### config.mk
export PLATFORM = sky130hd
export DESIGN_NAME = wrapper_ahb_packet_initiator_flat
export DESIGN_NICKNAME = d
export VERILOG_FILES = /design/src/rtl/wrapper_ahb_packet_initiator_if.sv /design/src/rtl/wrapper_ahb_packet_initiator.sv /design/src/flat_wrapper.sv
export SDC_FILE = /design/constraint.sdc
export NUM_CORES = 1
export LEC_CHECK = 0
export BUFFER_PORTS_ARGS = -buffer_cell sky130_fd_sc_hd__buf_2
export CAP_MARGIN = 30
export CELL_PAD_IN_SITES_DETAIL_PLACEMENT = 1
export CELL_PAD_IN_SITES_GLOBAL_PLACEMENT = 2
export CORE_MARGIN = 3
export CORE_UTILIZATION = 50
export DETAILED_ROUTE_END_ITERATION = 12
export GPL_TIMING_DRIVEN = 1
export HOLD_SLACK_MARGIN = 0.08
export PLACE_DENSITY_LB_ADDON = 0.1
export SYNTH_ARGS = -nofsm -noshare
export SYNTH_HDL_FRONTEND = slang
export SYNTH_SLANG_ARGS = --single-unit
### constraint.sdc
create_clock -name HCLK -period 9.17 [get_ports HCLK]
set_input_delay 0.4585 -clock HCLK [delete_from_list [all_inputs] [get_ports HCLK]]
set_output_delay 0.4585 -clock HCLK [all_outputs]
set_load 0.03 [all_outputs]
### src/rtl/wrapper_ahb_packet_initiator_if.sv
// Bus bundle for the wrapper AHB packet initiator: AHB-Lite master signals
// plus the source (input word) and sink (result word) stream handshakes.
interface wrapper_ahb_packet_initiator_if;
  logic [31:0] HADDRM;
  logic [1:0]  HTRANSM;
  logic [2:0]  HSIZEM;
  logic        HWRITEM;
  logic [31:0] HWDATAM;
  logic        HREADYM;
  logic        HRESPM;
  logic [31:0] HRDATAM;

  logic [31:0] src_data;
  logic        src_last;
  logic        src_valid;
  logic        src_ready;

  logic [31:0] dst_data;
  logic        dst_last;
  logic        dst_valid;
  logic        dst_ready;

  modport master (
    output HADDRM, HTRANSM, HSIZEM, HWRITEM, HWDATAM,
    input  HREADYM, HRESPM, HRDATAM,
    input  src_data, src_last, src_valid,
    output src_ready,
    output dst_data, dst_last, dst_valid,
    input  dst_ready
  );

  modport slave (
    input  HADDRM, HTRANSM, HSIZEM, HWRITEM, HWDATAM,
    output HREADYM, HRESPM, HRDATAM,
    output src_data, src_last, src_valid,
    input  src_ready,
    input  dst_data, dst_last, dst_valid,
    output dst_ready
  );
endinterface

### src/rtl/wrapper_ahb_packet_initiator.sv
// Non-pipelined AHB-Lite initiator moving packets into/out of an accelerator wrapper.
// Optional packet/stall counters are enabled by defining WRAPPER_INITIATOR_PERF_CNT_EN.
module wrapper_ahb_packet_initiator #(
  parameter int unsigned ADDRWIDTH      = 12,
  parameter int unsigned INPACKETWIDTH  = 512,
  parameter int unsigned OUTPACKETWIDTH = 256,
  parameter logic [31:0] BASEADDR       = 32'h6001_0000
) (
  input  logic HCLK,
  input  logic HRESETn,
  wrapper_ahb_packet_initiator_if.master bus,
  input  logic in_data_req,
  input  logic out_data_req,
  output logic err
`ifdef WRAPPER_INITIATOR_PERF_CNT_EN
  ,
  output logic [31:0] wr_pkt_cnt,
  output logic [31:0] rd_pkt_cnt,
  output logic [31:0] stall_cnt
);
`else
);
`endif

  localparam int unsigned INWORDS  = INPACKETWIDTH / 32;
  localparam int unsigned OUTWORDS = OUTPACKETWIDTH / 32;
  localparam int unsigned MAXWORDS = (INWORDS > OUTWORDS) ? INWORDS : OUTWORDS;
  localparam int unsigned IDXW     = $clog2(MAXWORDS);
  localparam int unsigned BUFW     = $clog2(INWORDS);
  localparam int unsigned WCW      = $clog2(INWORDS + 1);

  localparam logic [31:0]     OUT_OFF     = 32'(1) << (ADDRWIDTH - 1);
  localparam logic [31:0]     WR_LAST_OFF = OUT_OFF - 32'(INPACKETWIDTH / 8);
  localparam logic [IDXW-1:0] IN_LAST     = IDXW'(INWORDS - 1);
  localparam logic [IDXW-1:0] OUT_LAST    = IDXW'(OUTWORDS - 1);
  localparam logic [WCW-1:0]  WC_FULL     = WCW'(INWORDS);
  localparam logic [WCW-1:0]  WC_LAST     = WCW'(INWORDS - 1);
  localparam logic [1:0]      TR_IDLE     = 2'b00;
  localparam logic [1:0]      TR_NONSEQ   = 2'b10;

  typedef enum logic [2:0] {
    S_IDLE, S_WR_A, S_WR_D, S_RD_A, S_RD_D, S_RD_HOLD
  } state_t;

  state_t          state;
  logic [31:0]     buffer [INWORDS];
  logic [WCW-1:0]  wcnt;
  logic            pkt_last;
  logic [IDXW-1:0] idx;
  logic            full;
  logic            src_fire;

  assign full       = (wcnt == WC_FULL);
  assign src_fire   = bus.src_valid && bus.src_ready;
  assign bus.HSIZEM = 3'b010;

  // A packet flagged last is placed at the top of the input region so the
  // wrapper can decode end-of-message from the address alone.
  function automatic logic [31:0] wr_addr(input logic [IDXW-1:0] i, input logic lst);
    return BASEADDR + (lst ? WR_LAST_OFF : 32'd0) + 32'({i, 2'b00});
  endfunction

  function automatic logic [31:0] rd_addr(input logic [IDXW-1:0] i);
    return BASEADDR + OUT_OFF + 32'({i, 2'b00});
  endfunction

  always_ff @(posedge HCLK) begin
    if (src_fire) buffer[wcnt[BUFW-1:0]] <= bus.src_data;
  end

  always_ff @(posedge HCLK or negedge HRESETn) begin
    if (!HRESETn) begin
      state         <= S_IDLE;
      bus.HADDRM    <= BASEADDR;
      bus.HTRANSM   <= TR_IDLE;
      bus.HWRITEM   <= 1'b0;
      bus.HWDATAM   <= '0;
      bus.src_ready <= 1'b0;
      bus.dst_data  <= '0;
      bus.dst_valid <= 1'b0;
      bus.dst_last  <= 1'b0;
      err           <= 1'b0;
      wcnt          <= '0;
      pkt_last      <= 1'b0;
      idx           <= '0;
    end else begin
      if (src_fire) begin
        wcnt <= wcnt + 1'b1;
        if (wcnt == WC_LAST) begin
          pkt_last      <= bus.src_last;
          bus.src_ready <= 1'b0;
        end
      end else begin
        bus.src_ready <= !full;
      end

      case (state)
        S_IDLE: begin
          // Reads go first so a wrapper holding results is never starved.
          if (out_data_req) begin
            bus.HTRANSM <= TR_NONSEQ;
            bus.HWRITEM <= 1'b0;
            bus.HADDRM  <= rd_addr('0);
            state       <= S_RD_A;
          end else if (full && in_data_req) begin
            bus.HTRANSM <= TR_NONSEQ;
            bus.HWRITEM <= 1'b1;
            bus.HADDRM  <= wr_addr('0, pkt_last);
            state       <= S_WR_A;
          end
        end
        S_WR_A: begin
          bus.HTRANSM <= TR_IDLE;
          bus.HWDATAM <= buffer[idx[BUFW-1:0]];
          state       <= S_WR_D;
        end
        S_WR_D: begin
          if (bus.HRESPM) begin
            err   <= 1'b1;
            idx   <= '0;
            state <= S_IDLE;
          end else if (bus.HREADYM) begin
            if (idx == IN_LAST) begin
              idx      <= '0;
              wcnt     <= '0;
              pkt_last <= 1'b0;
              state    <= S_IDLE;
            end else begin
              idx         <= idx + 1'b1;
              bus.HTRANSM <= TR_NONSEQ;
              bus.HADDRM  <= wr_addr(idx + 1'b1, pkt_last);
              state       <= S_WR_A;
            end
          end
        end
        S_RD_A: begin
          bus.HTRANSM <= TR_IDLE;
          state       <= S_RD_D;
        end
        S_RD_D: begin
          if (bus.HRESPM) begin
            err   <= 1'b1;
            idx   <= '0;
            state <= S_IDLE;
          end else if (bus.HREADYM) begin
            bus.dst_data  <= bus.HRDATAM;
            bus.dst_valid <= 1'b1;
            bus.dst_last  <= (idx == OUT_LAST);
            state         <= S_RD_HOLD;
          end
        end
        S_RD_HOLD: begin
          if (bus.dst_ready) begin
            bus.dst_valid <= 1'b0;
            bus.dst_last  <= 1'b0;
            if (idx == OUT_LAST) begin
              idx   <= '0;
              state <= S_IDLE;
            end else begin
              idx         <= idx + 1'b1;
              bus.HTRANSM <= TR_NONSEQ;
              bus.HADDRM  <= rd_addr(idx + 1'b1);
              state       <= S_RD_A;
            end
          end
        end
        default: state <= S_IDLE;
      endcase
    end
  end

`ifdef WRAPPER_INITIATOR_PERF_CNT_EN
  always_ff @(posedge HCLK or negedge HRESETn) begin
    if (!HRESETn) begin
      wr_pkt_cnt <= '0;
      rd_pkt_cnt <= '0;
      stall_cnt  <= '0;
    end else begin
      if (state == S_WR_D && bus.HREADYM && !bus.HRESPM && idx == IN_LAST)
        wr_pkt_cnt <= wr_pkt_cnt + 32'd1;
      if (state == S_RD_HOLD && bus.dst_ready && idx == OUT_LAST)
        rd_pkt_cnt <= rd_pkt_cnt + 32'd1;
      if ((state == S_WR_D || state == S_RD_D) && !bus.HREADYM)
        stall_cnt <= stall_cnt + 32'd1;
    end
  end
`else
`endif

endmodule

### src/flat_wrapper.sv
// flat-port wrapper written by rule: the top's interface ports become plain ports
module wrapper_ahb_packet_initiator_flat 
#(
  parameter int unsigned ADDRWIDTH      = 12,
  parameter int unsigned INPACKETWIDTH  = 512,
  parameter int unsigned OUTPACKETWIDTH = 256,
  parameter logic [31:0] BASEADDR       = 32'h6001_0000
)
  (HCLK, HRESETn, in_data_req, out_data_req, err, bus_HADDRM, bus_HTRANSM, bus_HSIZEM, bus_HWRITEM, bus_HWDATAM, bus_HREADYM, bus_HRESPM, bus_HRDATAM, bus_src_data, bus_src_last, bus_src_valid, bus_src_ready, bus_dst_data, bus_dst_last, bus_dst_valid, bus_dst_ready);
  wrapper_ahb_packet_initiator_if bus_i ();
  input  logic HCLK;
  input  logic HRESETn;
  input  logic in_data_req;
  input  logic out_data_req;
  output logic err;
  output wire logic [$bits(bus_i.HADDRM)-1:0] bus_HADDRM;
  output wire logic [$bits(bus_i.HTRANSM)-1:0] bus_HTRANSM;
  output wire logic [$bits(bus_i.HSIZEM)-1:0] bus_HSIZEM;
  output wire logic [$bits(bus_i.HWRITEM)-1:0] bus_HWRITEM;
  output wire logic [$bits(bus_i.HWDATAM)-1:0] bus_HWDATAM;
  input wire logic [$bits(bus_i.HREADYM)-1:0] bus_HREADYM;
  input wire logic [$bits(bus_i.HRESPM)-1:0] bus_HRESPM;
  input wire logic [$bits(bus_i.HRDATAM)-1:0] bus_HRDATAM;
  input wire logic [$bits(bus_i.src_data)-1:0] bus_src_data;
  input wire logic [$bits(bus_i.src_last)-1:0] bus_src_last;
  input wire logic [$bits(bus_i.src_valid)-1:0] bus_src_valid;
  output wire logic [$bits(bus_i.src_ready)-1:0] bus_src_ready;
  output wire logic [$bits(bus_i.dst_data)-1:0] bus_dst_data;
  output wire logic [$bits(bus_i.dst_last)-1:0] bus_dst_last;
  output wire logic [$bits(bus_i.dst_valid)-1:0] bus_dst_valid;
  input wire logic [$bits(bus_i.dst_ready)-1:0] bus_dst_ready;
  assign bus_HADDRM = bus_i.HADDRM;
  assign bus_HTRANSM = bus_i.HTRANSM;
  assign bus_HSIZEM = bus_i.HSIZEM;
  assign bus_HWRITEM = bus_i.HWRITEM;
  assign bus_HWDATAM = bus_i.HWDATAM;
  assign bus_i.HREADYM = bus_HREADYM;
  assign bus_i.HRESPM = bus_HRESPM;
  assign bus_i.HRDATAM = bus_HRDATAM;
  assign bus_i.src_data = bus_src_data;
  assign bus_i.src_last = bus_src_last;
  assign bus_i.src_valid = bus_src_valid;
  assign bus_src_ready = bus_i.src_ready;
  assign bus_dst_data = bus_i.dst_data;
  assign bus_dst_last = bus_i.dst_last;
  assign bus_dst_valid = bus_i.dst_valid;
  assign bus_i.dst_ready = bus_dst_ready;
  wrapper_ahb_packet_initiator #(.ADDRWIDTH(ADDRWIDTH), .INPACKETWIDTH(INPACKETWIDTH), .OUTPACKETWIDTH(OUTPACKETWIDTH), .BASEADDR(BASEADDR)) u_core (.HCLK(HCLK), .HRESETn(HRESETn), .bus(bus_i), .in_data_req(in_data_req), .out_data_req(out_data_req), .err(err));
endmodule
==> results.md, run 1 <==
* Peak VDD IR at 212 µV
* Reg-to-reg startpoint: u_core.idx[0]
* Reg2reg end: u_core.bus.HWDATAM[22]
* CP max-delay cell: dfrtp_4
* GRT Util Overall at 22.2%
* Height of the die at 222 µm
* Final TNS setup at 0 ns
* Global route hottest layer: met2
* First-pass GRT wire length at 82,200 µm
* Share of cells above drive strength 1 at 33.9%
* PD cells at 301 nW/µm²
* Via-to-Cell Ratio at 5.81
* Initial antenna violation count at 3
* Critical Path Sink: u_core.bus.HWDATAM[22]
* Die area at 49,500 µm²
* Max Buffers Root-to-Sink at 3
* Hold Path Cell Cnt at 2
* Vias at 11,795
* Number of synthesized flops with an enable pin at 512
* Met1 Resource Use GR at 31.5%
* Total power at 8.19 mW
* Crit end category: flop
* Worst EP arrival at 3.43 ns
* Remaining global-route overflow at 0
* Clock transition at path regs at 0.06 ns
* Worst setup startpoint: u_core.idx[0]
* Max Cap Violations at 0
* Root buffer cell: clkbuf_16
* Distinct cells, synth at 56
* Initial Util at 51.1%
* Worst-Skew Late Latency at 0.62 ns
* Async set-reset flop share out of synthesis at 14.8%
* Via count of the first global-routing pass at 12,564
* Die Width at 222 µm
* Worst r2r path cells at 5
* Critical path launch point type: flop
* #FFs+latches synth at 601
* Outcome: completed
* CP required at 9.66 ns
* Area fraction of the dominant cell type after synthesis at 65.6%
* CTS tree: built
* H-tree levels at 2
* Area contributors post-synth: edfxtp_1, mux4_2, dfrtp_1, mux2_2, buf_4
* DR DRC count at 0
* Area growth syn-to-layout at 16.0%
* Slew at the pin closest to its max-slew limit at 0.924 ns
* Hold Buf Count CTS at 34
* Setup Crit Path Kind: reg2reg
* Rel. slew slack at 38.4%
* Fin cells at 2,029
* CORE AREA at 45,900 µm²
* Avg Cell Area, Syn at 20.0 µm²
* Sw Ratio at 30.5%
* Fin nets at 1,457
* Reg2Reg Setup Slack at 6.23 ns
* Setup WS pre-CTS at 6.17 ns
* Seq/Total Area, Yosys at 75.1%
* Post-CTS Setup Inserts at 0
* DPL Wire Length at 28,100 µm
* Power share of the combinational group at 25.4%
* Final Slew Violations at 0
* Number of port buffers at 152
* Final setup viols at 0
* # resized after CTS at 0
* # rows at 78
* Psw at 2.49 mW
* P_int at 5.69 mW
* Final worst slack at 6.23 ns
* Largest net degree at the start of global routing at 105
* Antenna-violating nets left at 0
* Top Ports at 179
* Final min period at 2.94 ns
* Hold path start: out_data_req
* Met2 Usage GRT at 36.6%
* Final wirelength at 54,900 µm
* Largest fanout on the critical path at 104
* Setup Skew at 0.0134 ns
* Sequential power share at 44.3%
* GR Layer Usage met3 at 3.49%
* Mapped Cells at 1,172
* Yosys top cell by area: edfxtp_1
* Synth warnings at 0
* Fin. Hold Viols at 0
* Hold WC Path Type: in2reg
* Clock power share at 30.3%
* Placed Cells at 1,880
* Mapped cell area at 23,400 µm²
* Top FF cell, synth: edfxtp_1
* Leak at 9.34 nW
* Cell Chain, Critical Path: buf_12, mux4_2, mux2_2, a22oi_1, o21ai_0
* Max Freq at 0.340 GHz
* RSZ-0062 raised after global routing: false
* Clk sinks at 601
* Gpl congestion at 0.721
* Drt first pass iters at 5
* WL/cell at 27.1 µm
* Fin crit share at 32.1%
* TritonCTS Buffers at 60
* 1st-iter DRT viols at 1,050
* Crit path largest cell delay at 0.83 ns
[worst max-delay path: cells and delay by family, from the launching register on]
kind	cells	cell delay, ns
muxes	2	0.87
DFF	1	0.83
buffers and inverters	1	0.72
AOI/OAI and AO/OA	2	0.29
[cell usage after synthesis, types with 2 or more instances]
cell,number
edfxtp_1,512
mux4_2,125
dfrtp_1,89
mux2_2,64
nor2_1,57
o21ai_0,56
buf_4,40
a22oi_1,31
clkbuf_1,23
buf_2,18
nand2_1,18
inv_1,12
mux2i_1,12
o21ai_1,10
nor3_1,8
buf_1,7
ha_1,7
nor2b_1,7
buf_6,6
a21oi_1,5
nand2b_1,5
o22ai_1,5
a211oi_1,4
xor2_1,4
a21o_1,3
nand3_1,3
o31ai_1,3
a221o_1,2
a31o_2,2
a31oi_1,2
and2_1,2
and3_1,2
and3b_1,2
conb_1,2
nor2_2,2
xnor2_1,2
[stage by stage]
stage          instance area (µm²)  hold slack (ns)  utilization, %
6_report                     27200            0.151            59.3
5_1_grt                      27200            0.141            59.3
4_1_cts                      27100            0.115            59.2
3_5_place_dp                 24800            0.466            54.1
3_3_place_gp                 24800            0.455            54.1
2_1_floorplan                23500            0.163               -
[cells in the final DEF (no fill, tap or decap), types with 4 or more instances in the layout]
master	netlist	final
conb_1	2	26
a21oi_1	5	5
buf_4	40	26
clkinv_2	0	9
clkbuf_1	23	18
nor2b_1	7	7
mux2_2	64	64
nand2_1	18	18
edfxtp_1	512	512
ha_1	7	7
bufinv_16	0	7
a22oi_1	31	31
clkinv_1	0	8
inv_1	12	12
dfrtp_1	89	87
buf_2	18	151
clkbuf_8	0	6
o22ai_1	5	5
o21ai_1	10	10
a211oi_1	4	4
clkbuf_16	0	61
nor3_2	1	4
o21ai_0	56	56
dlygate4sd3_1	0	34
xor2_1	4	4
nor3_1	8	4
nor2_4	0	13
mux4_2	125	125
nor2_1	57	45
mux2i_1	12	12
nand2b_1	5	5
[metal layers]
metal | share of wire [%] | vias to the layer above
li1 | - | 5067
met2 | 49 | 377
met4 | 2.0 | 4
met1 | 43 | 6272
met5 | 0.038 | -
met3 | 5.4 | 75
[power groups by stage]
stage	sequential [mW]	clock [mW]	combinational [mW]
after global routing	3.67	2.65	2.24
after CTS	3.64	2.53	2.11
after floorplan	3.84	0	1.29
after global placement	3.67	0	2.06
final	3.63	2.48	2.08
after detailed placement	3.69	0	2.09
[cells by family (layout without fill, tap and decap cells)]
kind of cell	Yosys count	after routing	synth area share, %
DFF	601	601	75.1
muxes	202	202	15.7
AOI/OAI and AO/OA	133	133	3.62
and+or+nand+nor	114	114	2.34
buffers and inverters	107	339	2.64
adders and majority gates	7	7	0.374
xor gates and xnor gates	6	6	0.224
other	2	27	0.0320
[worst min-delay path by stage]
stage	endpoint	slack (ns)
floorplan	u_core.bus.HADDRM[10]	0.16
global placement	u_core.err	0.46
detailed placement	u_core.err	0.47
CTS	u_core.bus.HWRITEM	0.11
global route	u_core.err	0.14
finish	u_core.bus.HWRITEM	0.15
[cell type report]
type                            instances  area [µm²]
Timing Repair Buffer                  213        1340
Tap cell                              600         751
Multi-Input combinational cell        488        5420
Antenna cell                            1        2.50
Fill cell                            3963       18700
Inverter                               13        48.8
Clock buffer                           85        1680
Sequential cell                       601       17600
Clock inverter                         28         329
[sequential cells by signal, summed over array words and instances (netlist names), 3 cells and up]
name and flops:
u_core.buffer 512, u_core.bus.HADDRM 6, u_core.bus.HWDATAM 32, u_core.bus.dst_data 32, u_core.idx 4, u_core.state 3
u_core.wcnt 5
Power figures use the tool's default switching activity.
==> run 2: changes to the inputs <==
--- a/config.mk
+++ b/config.mk
@@ -10,7 +10,7 @@
 export CELL_PAD_IN_SITES_DETAIL_PLACEMENT = 1
 export CELL_PAD_IN_SITES_GLOBAL_PLACEMENT = 2
 export CORE_MARGIN = 3
-export CORE_UTILIZATION = 50
+export CORE_UTILIZATION = 46
 export DETAILED_ROUTE_END_ITERATION = 12
 export GPL_TIMING_DRIVEN = 1
 export HOLD_SLACK_MARGIN = 0.08
==> constraint.sdc (replaced) <==
create_clock -name HCLK -period 2.9 [get_ports HCLK]
set_input_delay 0.145 -clock HCLK [delete_from_list [all_inputs] [get_ports HCLK]]
set_output_delay 0.145 -clock HCLK [all_outputs]
set_load 0.03 [all_outputs]
==> results.md, run 2 (synthesized netlist as in run 1, its figures left out) <==
* Max Buffers Root-to-Sink at 3
* CP required at 3.37 ns
* Vias at 12,059
* Final worst slack at 0.406 ns
* Remaining global-route overflow at 0
* Hold WC Path Type: in2async
* Clk sinks at 601
* Via count of the first global-routing pass at 12,817
* Crit path buf inv count at 1
* Drt first pass iters at 5
* Reg-to-reg startpoint: u_core.idx[0]
* Critical path launch point type: flop
* First-pass GRT wire length at 83,700 µm
* DR DRC count at 0
* Clock transition at path regs at 0.06 ns
* Die Width at 232 µm
* Initial Util at 46.6%
* Design area at 28,000 µm²
* Cell Chain, Critical Path: buf_4, mux4_2, mux2_2, a22oi_1, o21ai_0
* Largest net degree at the start of global routing at 89
* Worst hold slack at 0.112 ns
* Post-CTS Setup Inserts at 0
* Crit end category: flop
* Final Slew Violations at 0
* GRT Util Overall at 21.1%
* CP max-delay cell: dfrtp_4
* Top Ports at 179
* Max reg flops at 512
* Setup WS pre-CTS at 0.376 ns
* Final wirelength at 56,000 µm
* RSZ-0062 raised after global routing: false
* Leak at 9.63 nW
* Fillers at 4,428
* DPL Wire Length at 29,300 µm
* Setup Skew at 0.0200 ns
* Share of cells above drive strength 1 at 34.1%
* Commonest cells after routing, fill and taps aside: edfxtp_1, buf_2, mux4_2
* Number of port buffers at 152
* CTS tree: built
* Root buffer cell: clkbuf_16
* Max Freq at 0.401 GHz
* Slew at the pin closest to its max-slew limit at 0.686 ns
* Antenna-violating nets left at 0
* WL/cell at 25.9 µm
* Crit path largest cell delay at 0.86 ns
* PD cells at 933 nW/µm²
* Worst-Skew Late Latency at 0.62 ns
* Final setup viols at 0
* Largest delay share family, worst path: flip-flops
* Fin. Hold Viols at 0
* Met1 Resource Use GR at 29.9%
* Fin nets at 1,515
* Gpl congestion at 0.697
* Worst EP arrival at 2.97 ns
* Max Cap Violations at 0
* 1st-iter DRT viols at 989
* Largest fanout on the critical path at 31
* Outcome: completed
* Global route hottest layer: met2
* Commonest non-fill, non-tap cell in the layout: edfxtp_1
* Met2 Usage GRT at 34.9%
* Final min period at 2.49 ns
* H-tree levels at 2
* CORE AREA at 50,300 µm²
* DP Area at 25,200 µm²
* Reg2reg end: u_core.bus.HWDATAM[4]
* Rel. slew slack at 54.3%
* Initial antenna violation count at 1
* Fin crit share at 86.0%
* Via-to-Cell Ratio at 5.59
* Height of the die at 232 µm
* # rows at 82
* Worst r2r path cells at 5
* Reg2Reg Setup Slack at 0.41 ns
* GR Layer Usage met3 at 3.53%
* Peak VDD IR at 549 µV
* Die area at 53,700 µm²
* TritonCTS Buffers at 61
* Setup Crit Path Kind: reg2reg
* Area growth syn-to-layout at 19.3%
[run 2: cell types whose count changed in the layout (fill, tap and decap cells not counted), sizes merged]
cell | before | now
dlygate4sd3 | 34 | 73
buf | 179 | 197
bufinv | 7 | 5
clkinvlp | 2 | 4
clkinv | 18 | 19
[run 2: layer usage]
| metal | vias to the layer above | wire length, µm | part of all wire, % |
|---|---|---|---|
| met4 | 0 | 940 | 1.7 |
| met3 | 66 | 3010 | 5.4 |
| li1 | 5200 | - | - |
| met2 | 337 | 27600 | 49 |
| met1 | 6456 | 24500 | 44 |
| met5 | - | 0 | 0 |
[run 2: power by group]
| part | switching [mW] | internal [mW] |
|---|---|---|
| clock | 3.23 | 4.50 |
| combinational | 3.97 | 2.91 |
| sequential | 0.801 | 10.7 |
| total | 8.01 | 18.1 |
[run 2: what timing repair did]
| item | in CTS | in global routing |
|---|---|---|
| gates resized for setup | 0 | 0 |
| hold buffers | 73 | 0 |
| hold endpoints to repair | 591 | 0 |
[run 2: through the flow]
stage / power (mW) / TNS, ns / utilization, % / std cells
2_1_floorplan: 16.3 / -45.26 / - / 1196
3_3_place_gp: 18.4 / 0 / 50.2 / 1971
3_5_place_dp: 18.6 / 0 / 50.2 / 1971
4_1_cts: 26.4 / 0 / 55.6 / 2158
5_1_grt: 27.4 / 0 / 55.6 / 2159
6_report: 26.1 / 0 / 55.6 / 2159
[run 2: layout make-up]
| type | instances | area, µm² | share of cell area, % |
|---|---|---|---|
| sequential | 601 | 17600 | 63.0 |
| clock inverter | 29 | 288 | 1.03 |
| multi-input combinational | 488 | 5450 | 19.5 |
| inverter | 13 | 48.8 | 0.175 |
| timing repair buffer | 270 | 2030 | 7.27 |
| clock buffer | 85 | 1690 | 6.03 |
| antenna | 1 | 2.50 | 0.00895 |
| tap | 672 | 841 | 3.01 |
[run 2: worst max-delay path by stage]
stage,to,cells past startpoint,startpoint
6_report,u_core.bus.HWDATAM[4],5,u_core.idx[0]
3_5_place_dp,u_core.bus.HWDATAM[4],5,u_core.idx[0]
2_1_floorplan,u_core.buffer[7][0],4,u_core.bus.src_ready
4_1_cts,u_core.bus.HWDATAM[4],5,u_core.idx[0]
3_3_place_gp,u_core.bus.HWDATAM[4],5,u_core.idx[0]
5_1_grt,u_core.bus.HWDATAM[4],5,u_core.idx[0]
